==> src/rtl/four_ch_distributor.sv <==
// Routes each accepted input word to one of four registered output channels,
// selected by {e0,e1} (fixed mode) or a rotating pointer (round-robin mode).
// Define DIST_CNT_EN to add the 8-bit xfer_cnt port counting accepted words.
module four_ch_distributor #(
   parameter int WIDTH = 4
) (
   input  logic             clk,
   input  logic             rst_n,
   input  logic [WIDTH-1:0] din,
   input  logic             din_valid,
   output logic             din_ready,
   input  logic             e0,
   input  logic             e1,
   input  logic             rr_mode,
   output logic [WIDTH-1:0] dout0,
   output logic [WIDTH-1:0] dout1,
   output logic [WIDTH-1:0] dout2,
   output logic [WIDTH-1:0] dout3,
   output logic [3:0]       dout_valid,
   input  logic [3:0]       dout_ready,
   output logic [1:0]       rr_ptr,
`ifdef DIST_CNT_EN
   output logic [7:0]       xfer_cnt,
`endif
   output logic             busy
);

   typedef enum logic [1:0] {ST_FIX, ST_RR, ST_DRAIN} state_t;

   state_t           state_q, state_d;
   logic [1:0]       rr_ptr_q, rr_ptr_d;
   logic [1:0]       target;
   logic             xfer_in;
   logic [3:0]       valid_q;
   logic [WIDTH-1:0] data_q [4];

   // Target is taken from the current state, so a word accepted on a mode-change
   // edge is still routed under the old mode.
   always_comb begin
      target    = (state_q == ST_RR) ? rr_ptr_q : {e0, e1};
      din_ready = (state_q != ST_DRAIN) && (!valid_q[target] || dout_ready[target]);
      xfer_in   = din_valid && din_ready;
   end

   genvar gi;
   generate
      for (gi = 0; gi < 4; gi++) begin : g_ch
         logic             v_q, v_d;
         logic [WIDTH-1:0] d_q, d_d;

         always_comb begin
            v_d = v_q;
            d_d = d_q;
            if (xfer_in && (target == 2'(gi))) begin
               d_d = din;
               v_d = 1'b1;
            end else if (dout_ready[gi]) begin
               v_d = 1'b0;
            end
         end

         always_ff @(posedge clk or negedge rst_n) begin
            if (!rst_n) begin
               v_q <= 1'b0;
               d_q <= '0;
            end else begin
               v_q <= v_d;
               d_q <= d_d;
            end
         end

         assign valid_q[gi] = v_q;
         assign data_q[gi]  = d_q;
      end
   endgenerate

   always_comb begin
      state_d  = state_q;
      rr_ptr_d = rr_ptr_q;
      case (state_q)
         ST_FIX: begin
            if (rr_mode) state_d = ST_DRAIN;
         end
         ST_RR: begin
            if (xfer_in) rr_ptr_d = rr_ptr_q + 2'd1;
            if (!rr_mode) state_d = ST_DRAIN;
         end
         ST_DRAIN: begin
            if (valid_q == 4'b0000) begin
               state_d = rr_mode ? ST_RR : ST_FIX;
               if (rr_mode) rr_ptr_d = 2'd0;
            end
         end
         default: state_d = ST_FIX;
      endcase
   end

   always_ff @(posedge clk or negedge rst_n) begin
      if (!rst_n) begin
         state_q  <= ST_FIX;
         rr_ptr_q <= 2'd0;
      end else begin
         state_q  <= state_d;
         rr_ptr_q <= rr_ptr_d;
      end
   end

`ifdef DIST_CNT_EN
   logic [7:0] cnt_q, cnt_d;

   always_comb begin
      cnt_d = cnt_q;
      if (xfer_in) cnt_d = cnt_q + 8'd1;
   end

   always_ff @(posedge clk or negedge rst_n) begin
      if (!rst_n) cnt_q <= 8'd0;
      else        cnt_q <= cnt_d;
   end

   assign xfer_cnt = cnt_q;
`endif

   assign dout0      = data_q[0];
   assign dout1      = data_q[1];
   assign dout2      = data_q[2];
   assign dout3      = data_q[3];
   assign dout_valid = valid_q;
   assign rr_ptr     = rr_ptr_q;
   assign busy       = (state_q == ST_DRAIN);

endmodule

==> config.mk <==
export PLATFORM = sky130hd
export DESIGN_NAME = four_ch_distributor
export DESIGN_NICKNAME = d
export VERILOG_FILES = /design/src/rtl/four_ch_distributor.sv
export SDC_FILE = /design/constraint.sdc
export NUM_CORES = 1
export LEC_CHECK = 0
export BUFFER_PORTS_ARGS = -buffer_cell sky130_fd_sc_hd__buf_2
export CORE_MARGIN = 3
export CORE_UTILIZATION = 40
export DETAILED_ROUTE_END_ITERATION = 10
export PLACE_DENSITY = 0.65
export SETUP_SLACK_MARGIN = 0.4
export SYNTH_ARGS = -nofsm -noshare
export SYNTH_HDL_FRONTEND = slang
export SYNTH_SLANG_ARGS = --single-unit
==> constraint.sdc <==
create_clock -name clk -period 2.1 [get_ports clk]
set_input_delay 0.42 -clock clk [delete_from_list [all_inputs] [get_ports clk]]
set_output_delay 0.42 -clock clk [all_outputs]
set_load 0.05 [all_outputs]
# After elaboration in Yosys (flattened, before gate mapping)
# Index checks and enable logic that the tools add are counted.
[op_classes]
reduce_logical = 18
muxes = 22
magnitude_cmp = 1
add_sub_neg = 1
n_eq_ne = 11
[op_table]
columns = ["operator", "n"]
rows = [
  ["$mux W2", 7],
  ["$mux W1", 11],
  ["$ne A2 B2 Y1 const B", 5],
  ["$reduce_bool A2 Y1", 5],
  ["$eq A2 B2 Y1 const B", 3],
  ["$logic_and A1 B1 Y1", 6],
  ["$pmux W2 S3", 1],
  ["$bmux W1 S2", 2],
  ["$eq A2 B1 Y1 const B", 2],
  ["$logic_not A2 Y1", 2],
  ["$logic_not A4 Y1", 1],
  ["$pmux W2 S2", 1],
  ["$reduce_and A4 Y1", 1],
  ["$lt A2 B3 Y1 const B", 1],
  ["$reduce_and A3 Y1", 1],
  ["$add A2 B1 Y2 const B", 1],
  ["$ne A2 B1 Y1 const B", 1],
  ["$logic_not A1 Y1", 1],
  ["$logic_or A1 B1 Y1", 1],
]
[totals]
out_inout_bits = 24
elab_cells = 63
regBits = 24
inputBits = 14

# Depth between registers and ports, before layout
# Gate-level depths: netlist (run 1).
[logic_depth]
ltp_word = 10
mapped_depth = 5
ltp_nobuf = 4

# Least setup slack after synthesis (run 1)
# OpenSTA, ideal clock, no wires.
[synth_timing]
path_kind = "reg-to-output"
start = "register rr_ptr_q[1], in the netlist rr_ptr[1]"
end = "output din_ready"
setup_slack_ns = -0.376
arrival_ns = 2.056
stages_incl_launch_ff = 5
t_required_ns = 1.680
n_path_buf = 0
path_cell_list = "dfrtp_1 nand3b_1 a21boi_0 o211ai_1 a21oi_1"
[synth_between]
elab_chain_len = 6
elab_cells_between_ends = 8
classes_between = "mux (5); reduce/logical (3)"
[synth_rtl]
columns = ["item", "line", "source"]
rows = [
  ["from (decl)", "31", "logic [1:0] rr_ptr_q, rr_ptr_d;"],
  ["from (signal assigned)", "104", "rr_ptr_q <= rr_ptr_d;"],
  ["$mux W2 (*)", "40", "target = (state_q == ST_RR) ? rr_ptr_q : {e0, e1};"],
  ["$bmux W1 S2", "41", "din_ready = (state_q != ST_DRAIN) && (!valid_q[target] || dout_ready[target]);"],
  ["$mux W1 (not written as such)", "41", ""],
  ["$logic_not A1 Y1", "41", ""],
  ["$logic_or A1 B1 Y1 (*)", "41", ""],
  ["$logic_and A1 B1 Y1 (*)", "41", ""],
  ["to (decl)", "11", "output logic din_ready,"],
]
# Mark *: on every way between the ends. The rest lies on a longest branch, timed or not. The select of a mux whose other input is x is not followed.

# Final worst setup path (run 1)
[layout_timing]
start = "register state_q[1]"
end = "output din_ready"
[layout_between]
elab_chain_len = 7
elab_cells_between_ends = 10
classes_between = "eq/ne (2); mux (5); reduce/logical (3)"
[layout_rtl]
columns = ["item", "line", "source"]
rows = [
  ["from (decl)", "30", "state_t state_q, state_d;"],
  ["from (signal assigned)", "103", "state_q <= state_d;"],
  ["$eq A2 B1 Y1", "40", ""],
  ["$mux W2", "40", ""],
  ["$bmux W1 S2", "41", ""],
  ["$mux W1 (not written as such)", "41", ""],
  ["$logic_not A1 Y1", "41", ""],
  ["$logic_or A1 B1 Y1", "41", ""],
  ["$logic_and A1 B1 Y1 (*)", "41", ""],
]
# Marked as above.

==> metrics.yaml, run 1 <==
run_status:
  run_status: "finished clean"
worst_setup_path:
  cp.required_ns: 1.68
  cp_cell_sequence: "buf_4 > nor2b_4 > o211ai_1 > o211ai_1 > a21oi_4 > buf_6"
  crit_fanout: 7
  path_delay_family: "compound AO/OA/AOI/OAI gates"
  end_kind: "output port"
  cp_data_arrival_time_ns: 1.67
  cp_slowest_stage_delay_ns: 0.38
  cp_slowest_cell: "dfrtp_1"
  path_class: "reg2out"
  worstPathBufferInverterCount: 2
  worst_path_most_repeated_cell: "o211ai_1"
  start_kind: "flip-flop"
routing:
  drt_wl_total_um: 2730
  drtAntennaViolNets: 0
  dr.pass1.iters: 4
  vias: 949
  wl_per_cell_um: 15.8
  vias_per_cell: 5.49
  drc: 0
  drt_iter0_markers: 49
clock_tree:
  cts_tree: "done"
  cts_buffer_depth: 2
  cts.sinks: 24
  cts_max_level: 1
  holdBufCountCts: 0
  clk_latency_ns: 0.31
  path_clk_slew_ns: 0.13
  cts-root-buf: "clkbuf_4"
  cts_buffers: 3
die:
  die-height_um: 60.6
  die_w_um: 60.6
  io_pins: 38
  rows: 19
  start_util_pct: 42.5
  coreArea_um2: 2810
  dieArea_um2: 3670
sta:
  slew_headroom_pct: 61.4
  hold_ws_ns: 0.0713
  hold_viol_final: 0
  setup_tns_ns: 0
  period_minus_slack_ns: 2.09
  max_freq_ghz: 0.479
  post-route-period-util_pct: 99.5
  clock_skew_ns: 0.00260
  rsz0062_at_grt: "true"
  setup_viol: 0
  maxSlewViolCount: 0
  worst_slew_pin_slew_ns: 0.573
logic_synthesis:
  netlist_instances: 95
  syn_area_um2: 1190
  ys_ff_latch: 24
  synth_fp_nets: 109
  synth_area_leaders: "dfrtp_1 (50%), mux2_2 (16%), nand2_1 (2.8%), nor2b_1 (2.6%), nand3_2 (2.5%)"
  yosysWarnings: 0
  synth_top_area_share_pct: 50.4
  synth.distinct_cells: 30
  postSynthAreaPerCell_um2: 12.5
  yosysSeqAreaShare_pct: 50.4
  synth_largest_area_cell: "dfrtp_1"
global_routing:
  grt_pass1_wl_um: 4600
  grt_pass1_vias: 973
  grt_start_max_net_pins: 25
  grt_use_total_pct: 16.9
  overflow: 0
  antenna_found_initial: 0
final_layout:
  nets: 157
  insertedDiodeCount: 0
  final_cell_mix: "buf_2 (35), dfrtp_1 (21), mux2_2 (14)"
  final_common_cell: "buf_2"
  drive_gt1_share_pct: 62.0
  area_growth_pct: 33.2
  finalInstanceArea_um2: 1590
  postLayoutCoreUtil_pct: 56.6
placed_design:
  port_buffers: 37
  dp_hpwl_um: 2010
  gp_congestion: 1.00
  dpl-instance-area_um2: 1410
worst_hold_path:
  min_path_type: "in2async"
job:
  max_cap_viol_count: 0
-- Yosys cell counts --
library cell / count
a21boi_0: 1
o21bai_1: 1
nor2_1: 2
mux2i_4: 1
o211ai_1: 3
buf_4: 4
nor4_1: 2
or2_2: 1
o21ai_0: 1
nand3_1: 1
o32ai_1: 1
inv_1: 2
o2111ai_1: 2
mux2i_1: 1
a31o_2: 1
a211oi_1: 1
nand2b_4: 1
dfrtp_1: 24
buf_6: 2
nor3b_4: 1
mux2_2: 17
nand3b_1: 1
nand2_1: 9
nand2b_1: 2
nor2b_1: 5
nand3_2: 3
a21o_1: 1
nor4b_2: 1
a21oi_1: 2
o211a_1: 1
-- worst register-to-register path, cell delays in order (launching register included) --
cell and delay [ns]:
dfrtp_2 0.46, buf_4 0.15, buf_6 0.13, nor4b_2 0.24, a31o_2 0.16, nor3b_4 0.18
buf_6 0.14, mux2_2 0.33
-- path summary, 6_finish.rpt --
kind / slack [ns] / start / to / depth (start not counted)
max in group asynchronous: 1.65 / rst_n / state_q[0] / 1
min in group clk: 0.38 / din[1] / dout2[1] / 2
worst max register to register: 0.20 / state_q[0] / dout1[0] / 7
worst min-delay path: 0.07 / rst_n / dout1[2] / 1
worst min register to register: 0.52 / dout2[0] / dout2[0] / 1
worst max-delay path: 0.01 / state_q[1] / din_ready / 6
-- flip-flops by register name (all words and copies together), names as in the netlist --
| register | count |
|---|---|
| dout0 | 4 |
| dout1 | 4 |
| dout2 | 4 |
| dout3 | 4 |
| g_ch.v_q | 4 |
| rr_ptr | 2 |
| state_q | 2 |
-- stage by stage --
stage	std cells	worst slack [ns]
after floorplan	95	0.231
final	173	0.0115
after CTS	171	0.00191
after detailed placement	160	0.169
after global routing	173	-0.133
after global placement	160	0.203
-- layer usage --
layer / share of wire (%) / track usage [%] / vias up
li1: - / - / 435
met1: 42 / 21.9 / 476
met2: 51 / 27.8 / 34
met3: 5.6 / 3.62 / 4
met4: 1.3 / 5.88 / 0
met5: 0 / 0 / -
-- area by class of cell --
class                           instances  area [µm²]
Timing Repair Buffer                   49         299
Multi-Input combinational cell         63         601
Inverter                                2        7.51
Clock buffer                            4        36.3
Fill cell                             243        1220
Sequential cell                        24         604
Tap cell                               31        38.8
-- cells by family (layout without fill, tap and decap cells) --
group,count (synthesis),count (layout),share of synthesized area (%)
AOI/OAI and AO/OA,15,15,9.45
and+or+nand+nor,29,29,16.3
buffers and inverters,8,55,5.04
muxes,19,19,18.8
DFF,24,24,50.4
-- what timing repair did --
action | in CTS | in global routing
endpoints found under the setup margin | 14 | 19
setup buffers | 7 | 2
gates resized for setup | 11 | 7
pin swaps | 3 | 5
Power of run 1 is left out: the tool's default activity adds up to more than one toggle a clock period on the data nets, which glitch-free logic cannot reach.
==> inputs of run 2 (changes only) <==
--- a/config.mk
+++ b/config.mk
@@ -5,11 +5,11 @@
 export SDC_FILE = /design/constraint.sdc
 export NUM_CORES = 1
 export LEC_CHECK = 0
+export ABC_AREA = 1
 export BUFFER_PORTS_ARGS = -buffer_cell sky130_fd_sc_hd__buf_2
 export CORE_MARGIN = 3
 export CORE_UTILIZATION = 40
 export DETAILED_ROUTE_END_ITERATION = 10
-export PLACE_DENSITY = 0.65
 export SETUP_SLACK_MARGIN = 0.4
 export SYNTH_ARGS = -nofsm -noshare
 export SYNTH_HDL_FRONTEND = slang
==> metrics.yaml, run 2 <==
sta:
  slew_headroom_pct: 64.4  # +2.9 points
  setup_viol: 1  # +1
  hold_ws_ns: 0.0719  # +0.000591 ns
  hold_viol_final: 0  # unchanged
  post-route-period-util_pct: 100  # +1.0 points
  worst_slew_pin_slew_ns: 0.534  # -0.0390 ns
  period_minus_slack_ns: 2.11  # +0.0218 ns
  rsz0062_at_grt: "true"
  maxSlewViolCount: 0  # unchanged
  finalWorstSetupSlack_ns: -0.0103  # -0.0218 ns
  clock_skew_ns: 0.0104  # +0.00785 ns
  max_freq_ghz: 0.474  # -1.0%
logic_synthesis:
  postSynthAreaPerCell_um2: 9.09  # -27%
  synth_area_leaders: "dfrtp_1 (48%), nand2_1 (10%), nand4_4 (6.7%), o21ai_1 (6.3%), nand2_2 (5.0%)"
  synth.distinct_cells: 22  # -27%
  synth_largest_area_cell: "dfrtp_1"
  synth_edf_count: 0  # unchanged
  synth_fp_nets: 153  # +40%
  async_reset_ff_share_pct: 100  # unchanged
  ys_ff_latch: 24  # unchanged
  synth_common_cells: "nand2_1 (34), dfrtp_1 (24), o21ai_1 (16)"
  netlist_instances: 139  # +46%
  yosys_most_used_dff: "dfrtp_1"
  yosysWarnings: 0  # unchanged
  synthMostInstantiatedCell: "nand2_1"
  synth_top_area_share_pct: 47.5  # -2.9 points
  yosysSeqAreaShare_pct: 47.5  # -2.9 points
  syn_area_um2: 1260  # +6.1%
worst_setup_path:
  cp.required_ns: 1.68  # about the same
  cp_data_arrival_time_ns: 1.69  # +0.02 ns
  crit_fanout: 4  # -3
  r2r_slack_ns: 0.25  # +0.05 ns
  path_class: "reg2out"
  start_kind: "flip-flop"
  end_kind: "output port"
clock_tree:
  cts_max_level: 1  # unchanged
  path_clk_slew_ns: 0.14  # about the same
  cts-root-buf: "clkbuf_4"
  cts.sinks: 24  # unchanged
  cts_buffer_depth: 2  # unchanged
  holdBufCountCts: 0  # unchanged
  clk_latency_ns: 0.31  # about the same
  cts_buffers: 3  # unchanged
  cts_tree: "done"
job:
  max_cap_viol_count: 0  # unchanged
global_routing:
  grt_pass1_vias: 1160  # +19%
  grt_pass1_wl_um: 5810  # +26%
  gr-usage-met1_pct: 24.2  # +2.3 points
  grt_util_met3_pct: 3.24  # -0.37 points
  grt_start_max_net_pins: 25  # unchanged
  global_route.usage.met2_pct: 29.8  # +2.1 points
  antenna_found_initial: 0  # unchanged
  busiest_layer: "met2"
  overflow: 0  # unchanged
  grt_use_total_pct: 18.2  # +1.4 points
pwr:
  leakagePower_uw: 0.000864
  swShare_pct: 54.3
  power_frac_comb_pct: 65.8
  pwr-share-seq_pct: 24.6
  clockPowerShare_pct: 9.6
  intPower_uw: 1560
  power_switching_uw: 1850
  ir_worst_vdd_uv: 935
  powerDensity_nw_per_um2: 1880
die:
  die-height_um: 62.2  # +2.7%
  rows: 19  # unchanged
  dieArea_um2: 3870  # +5.5%
  io_pins: 38  # unchanged
  coreArea_um2: 2880  # +2.5%
  die_w_um: 62.2  # +2.7%
  start_util_pct: 43.9  # +1.5 points
routing:
  drtAntennaViolNets: 0  # unchanged
  drt_iter0_markers: 51  # +4.1%
  dr.pass1.iters: 4  # unchanged
  vias_per_cell: 4.91  # -10%
  vias: 1144  # +21%
  wl_per_cell_um: 14.3  # -9.4%
  drc: 0  # unchanged
  drt_wl_total_um: 3330  # +22%
placed_design:
  dp_hpwl_um: 2030  # +0.99%
  port_buffers: 37  # unchanged
  dpl-instance-area_um2: 1490  # +6.1%
  gp_congestion: 0.833  # -17%
  dp_cells: 213  # +33%
worst_hold_path:
  min_path_type: "in2async"
final_layout:
  final_common_cell: "buf_2"
  drive_gt1_share_pct: 50.8  # -11 points
  finalInstanceArea_um2: 1810  # +14%
  final_cell_mix: "buf_2 (35), nand2_1 (30), dfrtp_1 (21)"
  stdcell_count: 233  # +35%
  insertedDiodeCount: 0  # unchanged
  nets: 206  # +31%
  area_growth_pct: 43.6
run_status:
  run_status: "finished, violations left"
  violations: "setup timing"
## run 2: cell count changes in the layout (fill, tap and decap cells not counted), sizes merged, moves of 5 or more
| cell | change |
|---|---|
| nand2 | +39 |
| o21ai | +19 |
| mux2 | -17 |
| inv | +12 |
| nand4 | +9 |
| nand3 | +6 |
| nor2 | +6 |
| nor2b | -5 |
## run 2: worst paths after layout
kind,from,endpoint,cells after the start
worst min register to register,dout1[0],dout1[0],2
max in group asynchronous,rst_n,rr_ptr[1],1
worst max register to register,state_q[1],dout2[3],14
worst max-delay path,state_q[1],din_ready,9
min in group clk,dout_ready[3],g_ch[3].v_q,2
worst min-delay path,rst_n,dout0[1],1
## run 2: power by group through the flow
stage          registers (µW)  clock network, µW  logic, µW
6_report                  839                327       2240
5_1_grt                   863                358       2380
4_1_cts                   826                338       2150
3_5_place_dp              836                  0       1790
3_3_place_gp              830                  0       1770
2_1_floorplan            1330                  0        986
## run 2: metrics by stage
stage | power [µW] | setup TNS, ns | util, % | setup WS, ns
after global placement | 2600 | 0 | 51.8 | 0.157
after detailed placement | 2620 | 0 | 51.8 | 0.108
after CTS | 3320 | 0 | 61.3 | 0.0178
after floorplan | 2310 | 0 | - | 0.320
after global routing | 3600 | -0.119 | 63.1 | -0.119
final | 3410 | -0.0103 | 63.1 | -0.0103
## run 2: routing by layer
metal	wire length, µm	up-vias
li1	-	567
met1	1490	548
met2	1670	23
met3	114	6
met4	59	0
met5	0	-
## run 2: cell type report
type / count / area, µm²
well taps: 42 / 52.6
flip-flops and latches: 24 / 604
clock inverters: 1 / 30.0
repair buffers: 48 / 292
fillers: 252 / 1060
multi-input cells: 100 / 741
inverters: 15 / 72.6
clock buffers: 3 / 22.5
## run 2: cells by family after synthesis
kind of cell	count (synthesis)	share of synthesized area [%]
buffers and inverters	20	8.81
and+or+nand+nor	71	33.8
AOI/OAI and AO/OA	23	9.21
DFF	24	47.5
xor gates and xnor gates	1	0.693
## run 2: worst max-delay path, stage by stage, from the launching register on
cell and delay (ns):
dfrtp_1 0.46, buf_6 0.15, nor2_4 0.11, nand2_2 0.07, nand2_4 0.09, nand3_2 0.07
nand2_2 0.09, nor2_4 0.05, a21oi_4 0.14, buf_6 0.17
## run 2: repair_timing
action / in CTS / in global routing
endpoints found under the setup margin: 24 / 24
cloned: 5 / 0
setup buffers: 8 / 3
pin swaps: 5 / 1
gates resized for setup: 18 / 13
(Power assumes the default switching activity.)
==> inputs of run 3 (changes only) <==
--- a/config.mk
+++ b/config.mk
@@ -10,7 +10,7 @@
 export CORE_MARGIN = 3
 export CORE_UTILIZATION = 40
 export DETAILED_ROUTE_END_ITERATION = 10
-export SETUP_SLACK_MARGIN = 0.4
+export SETUP_SLACK_MARGIN = 0.05
 export SYNTH_ARGS = -nofsm -noshare
 export SYNTH_HDL_FRONTEND = slang
 export SYNTH_SLANG_ARGS = --single-unit
==> metrics.yaml, run 3 (synthesis gave the netlist of run 2 again) <==
clock_tree:
  cts_max_level: 1  # unchanged
  clk_latency_ns: 0.30  # about the same
  cts_buffer_depth: 2  # unchanged
  cts.sinks: 24  # unchanged
  cts_tree: "done"
  path_clk_slew_ns: 0.12  # -0.02 ns
  cts_buffers: 3  # unchanged
  cts-root-buf: "clkbuf_4"
  holdBufCountCts: 0  # unchanged
sta:
  period_minus_slack_ns: 2.09  # -0.0248 ns
  worst_slew_pin_slew_ns: 0.520  # -0.0146 ns
  slew_headroom_pct: 65.3  # +0.97 points
  rsz0062_at_grt: "true"
  setup_viol: 0  # -1
  hold_ws_ns: 0.0747  # +0.00282 ns
  max_freq_ghz: 0.479  # +1.2%
  post-route-period-util_pct: 99.3  # -1.2 points
  maxSlewViolCount: 0  # unchanged
  hold_viol_final: 0  # unchanged
  clock_skew_ns: 0.00624  # -0.00421 ns
worst_setup_path:
  worstPathBufferInverterCount: 2  # unchanged
  path_class: "reg2out"
  crit_fanout: 4  # unchanged
  r2r_start: "state_q[1]"
  end_kind: "output port"
  start_kind: "flip-flop"
  cp_slowest_cell: "dfrtp_1"
  crit_start: "state_q[1]"
  cp_data_arrival_time_ns: 1.67  # -0.02 ns
  cp_cell_sequence: "buf_4 > nor2_4 > nand2_2 > nand2_4 > nand3_2 > nand2_2 > nor2_4 > a21oi_4 > buf_6"
  path_delay_family: "simple AND/OR/NAND/NOR gates"
  cp.required_ns: 1.68  # about the same
  cp_slowest_stage_delay_ns: 0.43  # -0.03 ns
routing:
  dr.pass1.iters: 4  # unchanged
  drtAntennaViolNets: 0  # unchanged
  drc: 0  # unchanged
  vias_per_cell: 4.79  # -2.5%
  wl_per_cell_um: 12.5  # -12%
  drt_wl_total_um: 2870  # -14%
  vias: 1096  # -4.2%
  drt_iter0_markers: 43  # -16%
global_routing:
  grt_use_total_pct: 16.1  # -2.1 points
  overflow: 0  # unchanged
  grt_start_max_net_pins: 25  # unchanged
  grt_pass1_wl_um: 5060  # -13%
  grt_pass1_vias: 1099  # -5.3%
  antenna_found_initial: 0  # unchanged
final_layout:
  final_cell_mix: "buf_2 (36), nand2_1 (29), dfrtp_1 (23)"
  postLayoutCoreUtil_pct: 57.7  # -5.4 points
  area_growth_pct: 31.3
  nets: 203  # -1.5%
  insertedDiodeCount: 0  # unchanged
  drive_gt1_share_pct: 46.0  # -4.8 points
  final_common_cell: "buf_2"
die:
  dieArea_um2: 3870  # unchanged
  rows: 19  # unchanged
  die-height_um: 62.2  # unchanged
  start_util_pct: 43.9  # unchanged
  coreArea_um2: 2880  # unchanged
  die_w_um: 62.2  # unchanged
  io_pins: 38  # unchanged
placed_design:
  gp_congestion: 0.813  # -2.5%
  port_buffers: 37  # unchanged
  dp_hpwl_um: 1980  # -2.4%
run_status:
  run_status: "finished clean"
pwr:
  powerDensity_nw_per_um2: 1830  # -2.8%
  leakagePower_uw: 0.000850  # -1.6%
  ir_worst_vdd_uv: 923  # -1.2%
worst_hold_path:
  min_path_type: "in2async"
job:
  max_cap_viol_count: 0  # unchanged
-- run 3: cell count changes in the layout (fill, tap and decap cells not counted), sizes merged --
cell,previous run,this run
buf,48,50
bufinv,2,1
nand2,48,47
nand4,9,5
-- run 3: layout make-up --
cell class | count | area [µm²]
well taps | 42 | 52.6
clock buffers | 3 | 22.5
flip-flops and latches | 24 | 602
fillers | 258 | 1220
repair buffers | 50 | 289
multi-input cells | 95 | 621
inverters | 15 | 72.6
-- run 3: repair_timing --
item | in CTS | in global routing
gates resized for setup | 13 | 5
pin swaps | 7 | 3
setup buffers | 11 | 1
hold endpoints to repair | 0 | 0
endpoints found under the setup margin | 1 | 1
-- run 3: path summary, 6_finish.rpt --
path                                to  slack (ns)  cells after the start
max                          din_ready        0.01                      9
min                         state_q[0]        0.07                      1
max reg2reg                   dout1[3]        0.37                     12
min reg2reg                   dout0[3]        0.49                      2
max in group asynchronous   state_q[0]        1.66                      1
min in group clk           g_ch[3].v_q        0.31                      2
-- run 3: power breakdown --
group	switching [µW]	total, µW	internal, µW
logic	1400	2020	623
registers	158	821	663
clock network	125	191	66.8
total	1680	3030	1350
-- run 3: through the flow --
stage	power, µW	instance area [µm²]	setup TNS [ns]	instances	setup slack, ns
2_1_floorplan	2280	1270	0	139	0.00870
3_3_place_gp	2590	1480	0	214	0.227
3_5_place_dp	2600	1480	0	214	0.198
4_1_cts	3010	1630	0	228	0.0446
5_1_grt	3240	1660	-0.0720	229	-0.0720
6_report	3030	1660	0	229	0.0145
-- run 3: routing by layer --
metal | up-vias | global-route usage [%] | share of wire (%)
met1 | 508 | 19.4 | 41
met5 | - | 0 | 0
li1 | 547 | - | -
met4 | 0 | 6.63 | 1.7
met2 | 35 | 28.4 | 50
met3 | 6 | 2.88 | 6.6
-- run 3: worst register-to-register path, cell delays in order, from the launching register on --
cell and delay [ns]:
dfrtp_1 0.43, buf_4 0.16, nor2_4 0.10, nand2_2 0.07
nand2_4 0.09, nand3_2 0.08, nand2_2 0.08, nor2_4 0.05
buf_4 0.14, nand2_8 0.09, nand4_4 0.16, nand2_1 0.10
o21ai_1 0.06
